<file path="config.mk">
export PLATFORM = sky130hd
export DESIGN_NAME = mem_bus_arbiter
export DESIGN_NICKNAME = d
export VERILOG_FILES = /design/src/rtl/mem_bus_arbiter_pkg.sv /design/src/rtl/mem_bus_arbiter_dma_byte_lane.sv /design/src/rtl/mem_bus_arbiter.sv
export SDC_FILE = /design/constraint.sdc
export NUM_CORES = 1
export LEC_CHECK = 0
export ABC_AREA = 1
export ABC_CLOCK_PERIOD_IN_PS = 1880
export BUFFER_PORTS_ARGS = -buffer_cell sky130_fd_sc_hd__buf_2
export CORE_MARGIN = 10
export CORE_UTILIZATION = 40
export DETAILED_ROUTE_END_ITERATION = 10
export PLACE_DENSITY = 0.87
export SYNTH_ARGS = -nofsm -noshare
export SYNTH_HDL_FRONTEND = slang
export SYNTH_SLANG_ARGS = --single-unit
</file>
<file path="constraint.sdc">
create_clock -name CLK -period 1.88 [get_ports CLK]
set_clock_uncertainty 0.05 [all_clocks]
set_input_delay 0.188 -clock CLK [delete_from_list [all_inputs] [get_ports CLK]]
set_output_delay 0.188 -clock CLK [all_outputs]
set_load 0.05 [all_outputs]
</file>
<file path="src/rtl/mem_bus_arbiter_pkg.sv">
// Shared state encodings and constants for the external memory bus arbiter.
package mem_bus_arbiter_pkg;

  typedef enum logic [2:0] {
    ARB_STATE_CPU     = 3'd0,
    ARB_STATE_HOLD    = 3'd1,
    ARB_STATE_ACCESS  = 3'd2,
    ARB_STATE_DONE    = 3'd3,
    ARB_STATE_RELEASE = 3'd4
  } arb_state_t;

  localparam logic BUS_OWNER_CPU = 1'b0;
  localparam logic BUS_OWNER_DMA = 1'b1;

  localparam int WAIT_W  = 4;
  localparam int BURST_W = 8;

endpackage

</file>
<file path="src/rtl/mem_bus_arbiter_dma_byte_lane.sv">
// DMA-side lane steering: write data placement, strobe decode and read zero-extension.
module mem_bus_arbiter_dma_byte_lane (
  input  logic        strobe_en,
  input  logic        addr_odd,
  input  logic [15:0] dma_dout,
  input  logic        dma_wr,
  input  logic        dma_byte,
  input  logic [15:0] mem_din,
  output logic [15:0] mem_dout,
  output logic        mem_rdn,
  output logic        mem_wrn0,
  output logic        mem_wrn1,
  output logic [15:0] rd_data
);

  // Byte data always arrives in [7:0]; an odd byte lands on the high lane.
  assign mem_dout = (dma_byte && addr_odd) ? {dma_dout[7:0], 8'h00} : dma_dout;

  assign mem_rdn  = ~strobe_en | dma_wr;
  assign mem_wrn0 = ~strobe_en | ~dma_wr | (dma_byte &  addr_odd);
  assign mem_wrn1 = ~strobe_en | ~dma_wr | (dma_byte & ~addr_odd);

  assign rd_data = !dma_byte ? mem_din :
                   addr_odd  ? {8'h00, mem_din[15:8]} : {8'h00, mem_din[7:0]};

endmodule

</file>
<file path="src/rtl/mem_bus_arbiter.sv">
// Shares the memory bus between the CPU bus controller and a secondary master,
// admitting the secondary only at core safe points and for a bounded burst.
module mem_bus_arbiter
  import mem_bus_arbiter_pkg::*;
#(
  parameter int unsigned WAIT_STATES = 1,
  parameter int unsigned BURST_MAX   = 4
) (
  input  logic        CLK,
  input  logic        RESET,
  input  logic [15:0] CPU_ADDR,
  input  logic [15:0] CPU_DOUT,
  input  logic        CPU_RDN,
  input  logic        CPU_WRN0,
  input  logic        CPU_WRN1,
  input  logic        CPU_SAFE,
  output logic        CPU_HOLD,
  input  logic        DMA_REQ,
  input  logic [15:0] DMA_ADDR,
  input  logic [15:0] DMA_DOUT,
  input  logic        DMA_WR,
  input  logic        DMA_BYTE,
  output logic        DMA_ACK,
  output logic [15:0] DMA_DIN,
  output logic [15:0] MEM_ADDR,
  output logic [15:0] MEM_DOUT,
  input  logic [15:0] MEM_DIN,
  output logic        MEM_RDN,
  output logic        MEM_WRN0,
  output logic        MEM_WRN1,
  output logic        BUS_OWNER
);

  arb_state_t         state;
  logic [WAIT_W-1:0]  wait_cnt;
  logic [BURST_W-1:0] burst_cnt;
  logic [BURST_W:0]   burst_next;

  logic [15:0] lane_dout;
  logic [15:0] lane_rd_data;
  logic        lane_rdn;
  logic        lane_wrn0;
  logic        lane_wrn1;

  assign burst_next = {1'b0, burst_cnt} + 9'd1;

  mem_bus_arbiter_dma_byte_lane u_lane (
    .strobe_en (state == ARB_STATE_ACCESS),
    .addr_odd  (DMA_ADDR[0]),
    .dma_dout  (DMA_DOUT),
    .dma_wr    (DMA_WR),
    .dma_byte  (DMA_BYTE),
    .mem_din   (MEM_DIN),
    .mem_dout  (lane_dout),
    .mem_rdn   (lane_rdn),
    .mem_wrn0  (lane_wrn0),
    .mem_wrn1  (lane_wrn1),
    .rd_data   (lane_rd_data)
  );

  always_comb begin
    // NOTE: every output gets a default before the branch, so no path can infer a latch.
    MEM_ADDR = CPU_ADDR;
    MEM_DOUT = CPU_DOUT;
    MEM_RDN  = CPU_RDN;
    MEM_WRN0 = CPU_WRN0;
    MEM_WRN1 = CPU_WRN1;
    if (state != ARB_STATE_CPU) begin
      MEM_ADDR = DMA_ADDR;
      MEM_DOUT = lane_dout;
      MEM_RDN  = lane_rdn;
      MEM_WRN0 = lane_wrn0;
      MEM_WRN1 = lane_wrn1;
    end
  end

  // NOTE: non-blocking assignments so every register updates from pre-edge values.
  always_ff @(posedge CLK) begin
    if (RESET) begin
      state     <= ARB_STATE_CPU;
      CPU_HOLD  <= 1'b0;
      DMA_ACK   <= 1'b0;
      DMA_DIN   <= 16'h0000;
      BUS_OWNER <= BUS_OWNER_CPU;
      wait_cnt  <= '0;
      burst_cnt <= '0;
    end else begin
      DMA_ACK <= 1'b0;
      unique case (state)
        ARB_STATE_CPU: begin
          if (DMA_REQ && CPU_SAFE) begin
            state     <= ARB_STATE_HOLD;
            CPU_HOLD  <= 1'b1;
            BUS_OWNER <= BUS_OWNER_DMA;
          end
        end
        ARB_STATE_HOLD: begin
          burst_cnt <= '0;
          wait_cnt  <= WAIT_W'(WAIT_STATES);
          state     <= ARB_STATE_ACCESS;
        end
        ARB_STATE_ACCESS: begin
          // Once started an access always completes, even if DMA_REQ drops.
          if (wait_cnt == '0) begin
            if (!DMA_WR) DMA_DIN <= lane_rd_data;
            DMA_ACK <= 1'b1;
            state   <= ARB_STATE_DONE;
          end else begin
            wait_cnt <= wait_cnt - 1'b1;
          end
        end
        ARB_STATE_DONE: begin
          burst_cnt <= burst_cnt + 1'b1;
          if (DMA_REQ && (burst_next < 9'(BURST_MAX))) begin
            wait_cnt <= WAIT_W'(WAIT_STATES);
            state    <= ARB_STATE_ACCESS;
          end else begin
            BUS_OWNER <= BUS_OWNER_CPU;
            state     <= ARB_STATE_RELEASE;
          end
        end
        ARB_STATE_RELEASE: begin
          CPU_HOLD <= 1'b0;
          state    <= ARB_STATE_CPU;
        end
        default: state <= ARB_STATE_CPU;
      endcase
    end
  end

endmodule
</file>
**After elaboration in Yosys (flattened, before gate mapping)**

Cells that the tools add are included.

- Register bits after elaboration: 34
- Word-level logic and storage cells: 66
- Input bits: 89
- Output and inout bits: 54

- Reductions and logical operators: 16
- Eq/ne operators: 9
- $add $sub $neg: 3
- Multiplexer cells: 21
- $lt $le $gt $ge: 1
- Bitwise logic cells: 9

Operators by type and width:

| operator | count |
|---|---|
| 16-bit 2-to-1 mux | 4 |
| 8-bit one-hot mux with 2 select lines | 1 |
| 3-bit one-hot mux with 4 select lines | 1 |
| 4-bit one-hot mux with 3 select lines | 1 |
| 2-bit != test (second input constant) | 5 |
| 8-bit by 1-bit adder with 9-bit output (second input constant) | 1 |
| 9-bit by 3-bit less-than comparator with 1-bit output (second input constant) | 1 |
| 3-bit 2-to-1 mux | 3 |
| 3-bit AND reduction | 3 |
| 8-bit by 1-bit adder with 8-bit output (second input constant) | 1 |
| 4-bit 2-to-1 mux | 2 |
| 8-bit 2-to-1 mux | 1 |
| 3-bit by 2-bit == test with 1-bit output (second input constant) | 2 |
| 1-bit 2-to-1 mux | 6 |
| 2-bit nonzero test | 3 |
| 3-bit nonzero test | 2 |
| 4-bit zero test | 1 |
| 1-bit bitwise OR | 4 |
| 1-bit one-hot mux with 2 select lines | 2 |
| 2-bit AND reduction | 2 |
| 4-bit by 1-bit subtractor with 4-bit output (second input constant) | 1 |
| 3-bit by 1-bit == test with 1-bit output (second input constant) | 1 |
| 3-bit == test (second input constant) | 1 |
| 1-bit logical AND | 3 |
| 4 further kinds | 7 |

**Logic depth before layout (Yosys ltp)**

Gate-level depths: netlist (run 1).

- Depth in word-level cells: 5
- Gate-level depth with buffers: 14
- Mapped depth without buffers: 14

**Cells and area by module**

Synthesis (run 1) repeated with hierarchy kept, for this count alone.

- Cell total of the unflattened synthesis: 420
- Area, all modules: 2,428.6 µm²

Modules (own cells, without submodules):

| module | seq. area each (µm²) | instances | cells each | area an instance (µm²) |
|---|---|---|---|---|
| mem_bus_arbiter | 680.7 | 1 | 324 | 1,991.9 |
| mem_bus_arbiter_dma_byte_lane | 0.0 | 1 | 96 | 436.7 |

**Least setup slack after synthesis (run 1)**

No wires, ideal clock.

- Path kind: register to output
- From: reg state[0]
- To: out MEM_DOUT[11]
- Data required time: 1,642 ps
- Slack: -358 ps
- Cell stages (with the launch flop): 7
- Arrival: 2,000 ps
- Buffers on the path: 1
- Cell sequence: dfxtp_1 nor2_1 inv_1 nor2_2 inv_2 clkbuf_1 a31oi_1

- Longest elaborated chain between the ends: 2

RTL lines:

| what | RTL line | RTL |
|---|---|---|
| start: declaration | mem_bus_arbiter.sv:34 | `arb_state_t state;` |
| start signal: assignment | mem_bus_arbiter.sv:80 | `state <= ARB_STATE_CPU;` |
| start signal: assignment | mem_bus_arbiter.sv:92 | `state <= ARB_STATE_HOLD;` |
| start signal: assignment | mem_bus_arbiter.sv:100 | `state <= ARB_STATE_ACCESS;` |
| 3-bit nonzero test | mem_bus_arbiter.sv:68 | `if (state != ARB_STATE_CPU) begin` |
| 16-bit 2-to-1 mux | mem_bus_arbiter.sv:68 |  |
| end: declaration | mem_bus_arbiter.sv:26 | `output logic [15:0] MEM_DOUT,` |

Every way passes these cells.

**Worst setup path after layout (run 1)**

- From: reg state[1]
- To: out MEM_DOUT[15]

The elaborated chain is that of the path after synthesis.

==> metrics.md, run 1 <==
| Metric | Value |
|---|---|
| Vias per std cell | roughly 5.1 |
| Finished Core Util | ~66% |
| Clock Pin Slew Worst Setup and Hold Paths | ~70 ps |
| Highest-delay cell along the critical path | dfxtp_4 |
| Simple-gate share of the synthesized area | a little over two fifths |
| Worst-path cell chain | nor2_4 > inv_2 > nor2_4 > inv_4 > clkbuf_16 > a31oi_2 > buf_6 |
| Compound-Gate Fraction of Synth Area | roughly 17% |
| WL final | approximately 8.7 mm |
| Power Total | 4.09 mW |
| Most common cell after layout, fill and taps aside | nand2_1 |
| Worst EP arrival | between 1500 and 2000 ps |
| CTS H-tree depth | 2 |
| Top_reg_cell synth | dfxtp_1 |
| CP startpoint kind | register |
| Global routing's busiest layer | met2 |
| DR DRC count | 0 |
| RD Place Congestion | approximately 0.94 |
| Setup tns final | 0 ps |
| Sinks on Clock Net | 34 |
| Syn Nets | 443 |
| Final nets | around 590 |
| Layout fillers | ~440 |
| Yosys warnings | 0 |
| Met3 Usage GRT | under 10% |
| Synth unique cells | 32 |
| Seq cells post-synth | 34 |
| CP most frequent cell | nor2_4 |
| Syn Inst Count | about 350 |
| Proportion of layout cells with a drive suffix above 1 | roughly 41% |
| Mapped cell area | approximately 2200 sq um |
| Critical path data required time | 1640 ps |
| Synth Area in XOR/XNOR | 0.803% |
| Leak pwr | between 1.5 and 2 nW |
| Met2 GRT Util | a little under a third |
| Number of enable flip-flop cells after synthesis | 0 |
| Post-synthesis adder-cell area fraction | approximately 1.1% |
| Yosys top cell area share | a little under a third |
| Worst hold path type | input port to register |
| CTS buffer count | 5 |
| WP buf/inv | 4 |
| Area of the multi-input gates | roughly 1500 sq um |
| Post-synthesis mux area share | 0% |
| Max Fclk | between 0.5 and 0.6 GHz |
| Largest family of logic cells by synthesized area | simple AND/OR/NAND/NOR gates |
| Peak VDD IR | roughly 0.0010 V |
| Storage cell area | between 600 and 700 sq um |
| # diodes | 0 |
| Outcome | finished clean |
| Final worst path period share | between 90% and 100% |
| Dominant delay contributor by cell family on the critical path | buffers and inverters |
| Met1 usage | 18.4% |
| Critical-path maximum fanout | 5 |
| Synthesis-to-finish area growth | 57.5% |
| Largest net degree at the start of global routing | 36 |
| Vias in the first global route | around 2800 |
| Unrepaired setup endpoints after global routing | true |
| Fin. max-slew vios | 0 |
| Final setup violation count | 0 |
| Routed Antenna Nets | 0 |
| GRT Residual Overflow | 0 |
| DR vias | 2873 |
| Synth area leader | dfxtp_1 |
| CTS root buf | clkbuf_8 |
| Initial antenna violation count | 0 |
| Pwr Density | approximately 1200 nW/um^2 |
| CP peak stage delay | between 300 and 400 ps |
| Syn avg cell area | ~6.2 sq um |
| Hold Vio Cnt, Final | 0 |
| Clk_lat worst skew | 290 ps |
| Initial Utilization | between 40% and 50% |
| Die Footprint | 8810 sq um |
| Asr flop ratio synth | 0% |
| Commonest non-fill, non-tap cells in the layout | nand2_1 (145), buf_2 (108), dfxtp_1 (33), nand3_1 (22) |
| Maximum capacitance violations | 0 |
| I/O pins | between 100 and 150 |
| Core ar. | ~5200 sq um |
| Worst Tran Pin Value | 540 ps |
| Drt first pass iters | 4 |
| IO Port Bufs | between 100 and 150 |
| First-pass GRT wire length | roughly 13 mm |
| WS Path Type | register to output pin |
| Synth top area cells | dfxtp_1 (31%), nand2_1 (25%), nand3_1 (5.0%), a31oi_1 (4.9%), a21oi_1 (4.6%) |
| TritonCTS clock tree | yes |
| CP endpoint kind | output pin |
| Die Width | about 94 microns |
| Fin crit period | around 1900 ps |
| HPWL Detailed | between 6 and 7 mm |
| # rows | 26 |
| Drt initial violations | 144 |
| Chip Height | approximately 94 microns |
| Clk buf depth | 2 |
| Routed wire per std cell | between 15 and 20 microns |
| Overall Global Routing Usage | between 15 and 20% |
| Sequential share of the synthesized area | about 31% |
| Slew headroom | between 60 and 70% |
==> final cells by class <==
type	instances	share of cell area, %
sequential	34	19.9
multi-input combinational	279	43.1
clock buffer	7	2.22
timing repair buffer	152	28.5
inverter	24	2.84
clock inverter	1	0.874
tap	70	2.55
==> Yosys cell counts, types with 3 or more instances <==
| master | instances |
|---|---|
| nand2_2 | 5 |
| o21ai_1 | 4 |
| buf_6 | 3 |
| a31oi_1 | 17 |
| nand2_4 | 3 |
| nand3_1 | 22 |
| inv_2 | 3 |
| a21oi_1 | 20 |
| clkbuf_1 | 10 |
| dfxtp_1 | 34 |
| nor2_1 | 22 |
| inv_1 | 18 |
| nand2_1 | 146 |
| nor2_2 | 5 |
| o21ai_0 | 15 |
==> report_power, final <==
group          switching, mW  internal, mW
Sequential            0.0397         0.780
Combinational           1.76         0.857
Clock                  0.264         0.397
Total                   2.06          2.03
==> metal layers <==
metal  vias up  wire length, microns  share of wire, %
li1       1430                     -                 -
met1      1298                  3320                38
met2       129                  4360                50
met3        16                   888                10
met4         0                   168               1.9
met5         -                     0                 0
==> worst paths after layout <==
path | start | to | slack, ps | depth (start not counted)
min reg2reg | DMA_DIN[15] | DMA_DIN[15] | 420 | 2
min | MEM_DIN[7] | DMA_DIN[7] | 110 | 3
max | state[1] | MEM_DOUT[15] | 10 | 7
max reg2reg | state[0] | DMA_DIN[1] | 150 | 10
==> cell families (layout without fill, tap and decap cells) <==
logic type | Yosys count | after routing
AO/OA/AOI/OAI | 63 | 63
AND/OR/NAND/NOR | 212 | 212
adder cells (fa/ha/maj) | 2 | 2
buffers and inverters | 39 | 184
flip-flops | 34 | 34
XOR/XNOR | 2 | 2
==> worst reg2reg max path, stage by stage (launching register included) <==
cell	delay, ps
dfxtp_1	340
buf_4	160
nor2_2	130
inv_2	50
nor2_4	130
inv_2	140
nor2_8	130
nand2_4	110
clkinv_4	160
o21ai_0	100
a31oi_1	160
==> state kept, by name (all words and copies together), names as in the netlist <==
signal	flops
burst_cnt	8
BUS_OWNER	1
state	3
wait_cnt	4
DMA_DIN	16
CPU_HOLD	1
DMA_ACK	1
==> stage by stage <==
step	instance area (sq um)	setup WS, ps	std cells	hold slack (ps)
floorplan	2260	-259	352	294
global placement	3040	203	555	404
detailed placement	3040	165	555	405
CTS	3170	2.75	563	105
global route	3440	-51.4	567	111
finish	3440	14.4	567	111
==> what timing repair did <==
action / 4_1_cts / 5_1_grt
gates resized for setup: 10 / 85
setup buffers: 0 / 1
endpoints found under the setup margin: 35 / 39
pin swaps: 0 / 2
gates cloned: 0 / 3
hold buffers: 0 / 0
No activity file was read; power rests on OpenSTA's default activity.
==> run 2, diff against run 1 <==
CTS_CLUSTER_SIZE = 12   (was default)
PLACE_DENSITY = 0.84   (was 0.87)
SYNTH_HIERARCHICAL = 1   (was default)
==> run 2 against run 1 <==
  * Design area increased by 1.4%
  * Synthesized cell count increased by 19%
  * Worst setup slack improved by 43 ps
  * Register-to-register slack got worse by 60 ps
  * Power increased by 7.2%
  * Utilization decreased by 7.2 points
  * Sequential share of layout area decreased by 0.24 points
  * Synthesized area increased by 11%
  * Sequential power increased by 3.3%
  * Count of clock-buffer cells in the layout decreased by 2
  * Final cell count increased by 12%
  * Highest routed layer unchanged
==> metrics.md, run 2 <==
| Metric | Value |
|---|---|
| Initial antenna violation count | 0 (unchanged) |
| Worst R2R Start | wait_cnt[0] (was state[0]) |
| Final setup violation count | 0 (unchanged) |
| Fin crit period | 1820 ps (was 1870 ps) |
| Final worst path period share | 96.9% (was 99.2%) |
| Clock Pin Slew Worst Setup and Hold Paths | 70 ps (about the same) |
| Worst EP arrival | 1580 ps (was 1630 ps) |
| Initial Utilization | 41.0% (was 41.9%) |
| Critical path data required time | 1640 ps (about the same) |
| Final nets | 651 (was 587) |
| RD Place Congestion | 0.841 (was 0.936) |
| # diodes | 0 (unchanged) |
| Outcome | finished clean (unchanged) |
| Drt first pass iters | 4 (unchanged) |
| Routed wire per std cell | 14.7 microns (was 15.4 microns) |
| Worst hold path type | input port to register (unchanged) |
| Die Footprint | 9590 sq um (was 8810 sq um) |
| CTS H-tree depth | 2 (unchanged) |
| DR DRC count | 0 (unchanged) |
| Storage cell area | 686 sq um (was 684 sq um) |
| Syn Nets | 511 (was 443) |
| Peak VDD IR | 0.000952 V (was 0.00101 V) |
| Asr flop ratio synth | 0% (unchanged) |
| IO Port Bufs | 142 (unchanged) |
| Vias per std cell | 4.89 (was 5.07) |
| Synth unique cells | 32 (unchanged) |
| Hold Vio Cnt, Final | 0 (unchanged) |
| Core ar. | 5920 sq um (was 5200 sq um) |
| Most frequent cell after synthesis | nand2_1 (unchanged) |
| WL final | 9.35 mm (was 8.73 mm) |
| Critical-path maximum fanout | 14 (was 5) |
| I/O pins | 143 (unchanged) |
| Synth top area cells | dfxtp_1 (28%), nand2_1 (27%), nor2_1 (10%), nand3_1 (5.4%), inv_1 (5.3%) (was dfxtp_1 (31%), nand2_1 (25%), nand3_1 (5.0%), a31oi_1 (4.9%), a21oi_1 (4.6%)) |
| Pwr Density | 1260 nW/um^2 (was 1190 nW/um^2) |
| Clk_lat worst skew | 290 ps (about the same) |
| Leak pwr | 2.01 nW (was 1.69 nW) |
| Max Fclk | 0.549 GHz (was 0.536 GHz) |
| Worst setup path startpoint | state[0] (was state[1]) |
| Proportion of layout cells with a drive suffix above 1 | 34.6% (was 41.2%) |
| Unrepaired setup endpoints after global routing | true (unchanged) |
| CTS root buf | clkbuf_8 (unchanged) |
| Syn Inst Count | 420 (was 352) |
| Post-DP Area | 3140 sq um (was 3040 sq um) |
| Clk buf depth | 2 (unchanged) |
| Sinks on Clock Net | 34 (unchanged) |
| Synth area leader | dfxtp_1 (unchanged) |
| Maximum capacitance violations | 0 (unchanged) |
| WS Path Type | register to output pin (unchanged) |
| Mapped cell area | 2430 sq um (was 2180 sq um) |
| Hold Crit Start | MEM_DIN[4] (was MEM_DIN[7]) |
| Syn avg cell area | 5.78 sq um (was 6.20 sq um) |
| CTS buffer count | 5 (unchanged) |
| Chip Height | 97.9 microns (was 93.8 microns) |
| Routed Antenna Nets | 0 (unchanged) |
| Power Total | 4.39 mW (was 4.09 mW) |
| Synthesis-to-finish area growth | 43.4% (was 57.5%) |
| CTS Hold Buffers Added | 0 (unchanged) |
| Sequential share of the synthesized area | 28.0% (was 31.2%) |
| Layout fillers | 552 (was 442) |
| Largest register by flop count | DMA_DIN (unchanged) |
| Commonest non-fill, non-tap cells in the layout | nand2_1 (174), buf_2 (108), nor2_1 (63), inv_1 (34), buf_4 (32) (was nand2_1 (145), buf_2 (108), dfxtp_1 (33), nand3_1 (22)) |
| GRT Residual Overflow | 0 (unchanged) |
| Top_reg_cell synth | dfxtp_1 (unchanged) |
| Yosys warnings | 6 (was 0) |
| Yosys top cell area share | 28.0% (was 31.2%) |
| Vias in the first global route | 3116 (was 2750) |
| Fin. max-slew vios | 0 (unchanged) |
| First-pass GRT wire length | 14.7 mm (was 12.8 mm) |
| Post-synth top cells | nand2_1 (174), nor2_1 (66), dfxtp_1 (34), inv_1 (34), nand3_1 (26) (was nand2_1 (146), dfxtp_1 (34), nand3_1 (22), nor2_1 (22), a21oi_1 (20)) |
| Number of enable flip-flop cells after synthesis | 0 (unchanged) |
| Post-route cell area | 3480 sq um (was 3440 sq um) |
| Largest register FFs | 16 (unchanged) |
| Most common cell after layout, fill and taps aside | nand2_1 (unchanged) |
| Drt initial violations | 199 (was 144) |
| Seq cells post-synth | 34 (unchanged) |
| TritonCTS clock tree | yes (unchanged) |
| Area of the multi-input gates | 1510 sq um (was 1480 sq um) |
| CP startpoint kind | register (unchanged) |
| Largest registers | DMA_DIN x16, burst_cnt x8, wait_cnt x4 (unchanged) |
| Die Width | 97.9 microns (was 93.8 microns) |
| # rows | 28 (was 26) |
| Slew headroom | 67.5% (was 63.8%) |
| DR vias | 3111 (was 2873) |
| Largest net degree at the start of global routing | 38 (was 36) |
| Overall Global Routing Usage | 18.0% (was 17.9%) |
| Worst Tran Pin Value | 485 ps (was 540 ps) |
| CP endpoint kind | output pin (unchanged) |
| HPWL Detailed | 7.21 mm (was 6.68 mm) |
==> run 2: cell types whose count changed in the layout (fill, tap and decap cells not counted), moves of 10 or more <==
cell     change
nand2_1     +29
inv_1       +17
buf_6       -10
nor2_1      +48
buf_4       +13
==> run 2: stage by stage <==
stage / hold slack [ps] / std cells / setup TNS [ps] / utilization [%] / setup slack [ps]
after floorplan: 315 / 420 / 0 / - / 145
after global placement: 429 / 625 / 0 / 53.1 / 116
after detailed placement: 444 / 625 / 0 / 53.1 / 42.7
after CTS: 161 / 633 / 0 / 56.9 / 0.234
after global routing: 173 / 636 / -112 / 58.8 / -44.6
final: 166 / 636 / 0 / 58.8 / 57.8
==> run 2: worst paths after layout <==
check	slack, ps	cells past startpoint	endpoint
max	60	8	MEM_DOUT[2]
min	170	5	DMA_DIN[4]
min reg2reg	460	2	burst_cnt[1]
max reg2reg	90	11	DMA_DIN[13]
==> run 2: worst max-delay path, stage by stage (launching register included) <==
cell and delay [ps]:
dfxtp_2 350, nor2_4 140, inv_2 60, nor2_4 120, buf_12 140, buf_8 140
nand2_1 80, nand2_1 80, buf_4 190
==> run 2: final cells by class <==
type                            instances  share of cell area, %
Clock inverter                          3                   1.98
Tap cell                               75                   2.69
Timing Repair Buffer                  150                   25.8
Sequential cell                        34                   19.7
Inverter                               41                   4.63
Clock buffer                            5                   1.98
Multi-Input combinational cell        328                   43.2
==> run 2: power breakdown <==
group / switching, mW / internal, mW
clock: 0.292 / 0.531
sequential: 0.0486 / 0.798
combinational: 1.92 / 0.794
==> run 2: repair_timing <==
| action | 4_1_cts | 5_1_grt |
|---|---|---|
| buffers inserted | 0 | 3 |
| endpoints found under the setup margin | 35 | 55 |
| pin swaps | 0 | 4 |
| resized for setup | 34 | 25 |
==> run 2: logic make-up after synthesis <==
| group | after synthesis | share of synthesized area (%) |
|---|---|---|
| and+or+nand+nor | 288 | 50.5 |
| DFF | 34 | 28.0 |
| xor gates and xnor gates | 2 | 0.721 |
| adders and majority gates | 2 | 1.03 |
| buffers and inverters | 58 | 11.6 |
| AOI/OAI and AO/OA | 36 | 8.09 |
==> run 2: per-layer routing <==
layer	up-vias	global-route usage (%)	wire length, microns
li1	1562	-	-
met1	1395	18.1	3480
met2	137	32.8	4810
met3	17	6.77	823
met4	0	6.82	238
met5	-	0	0
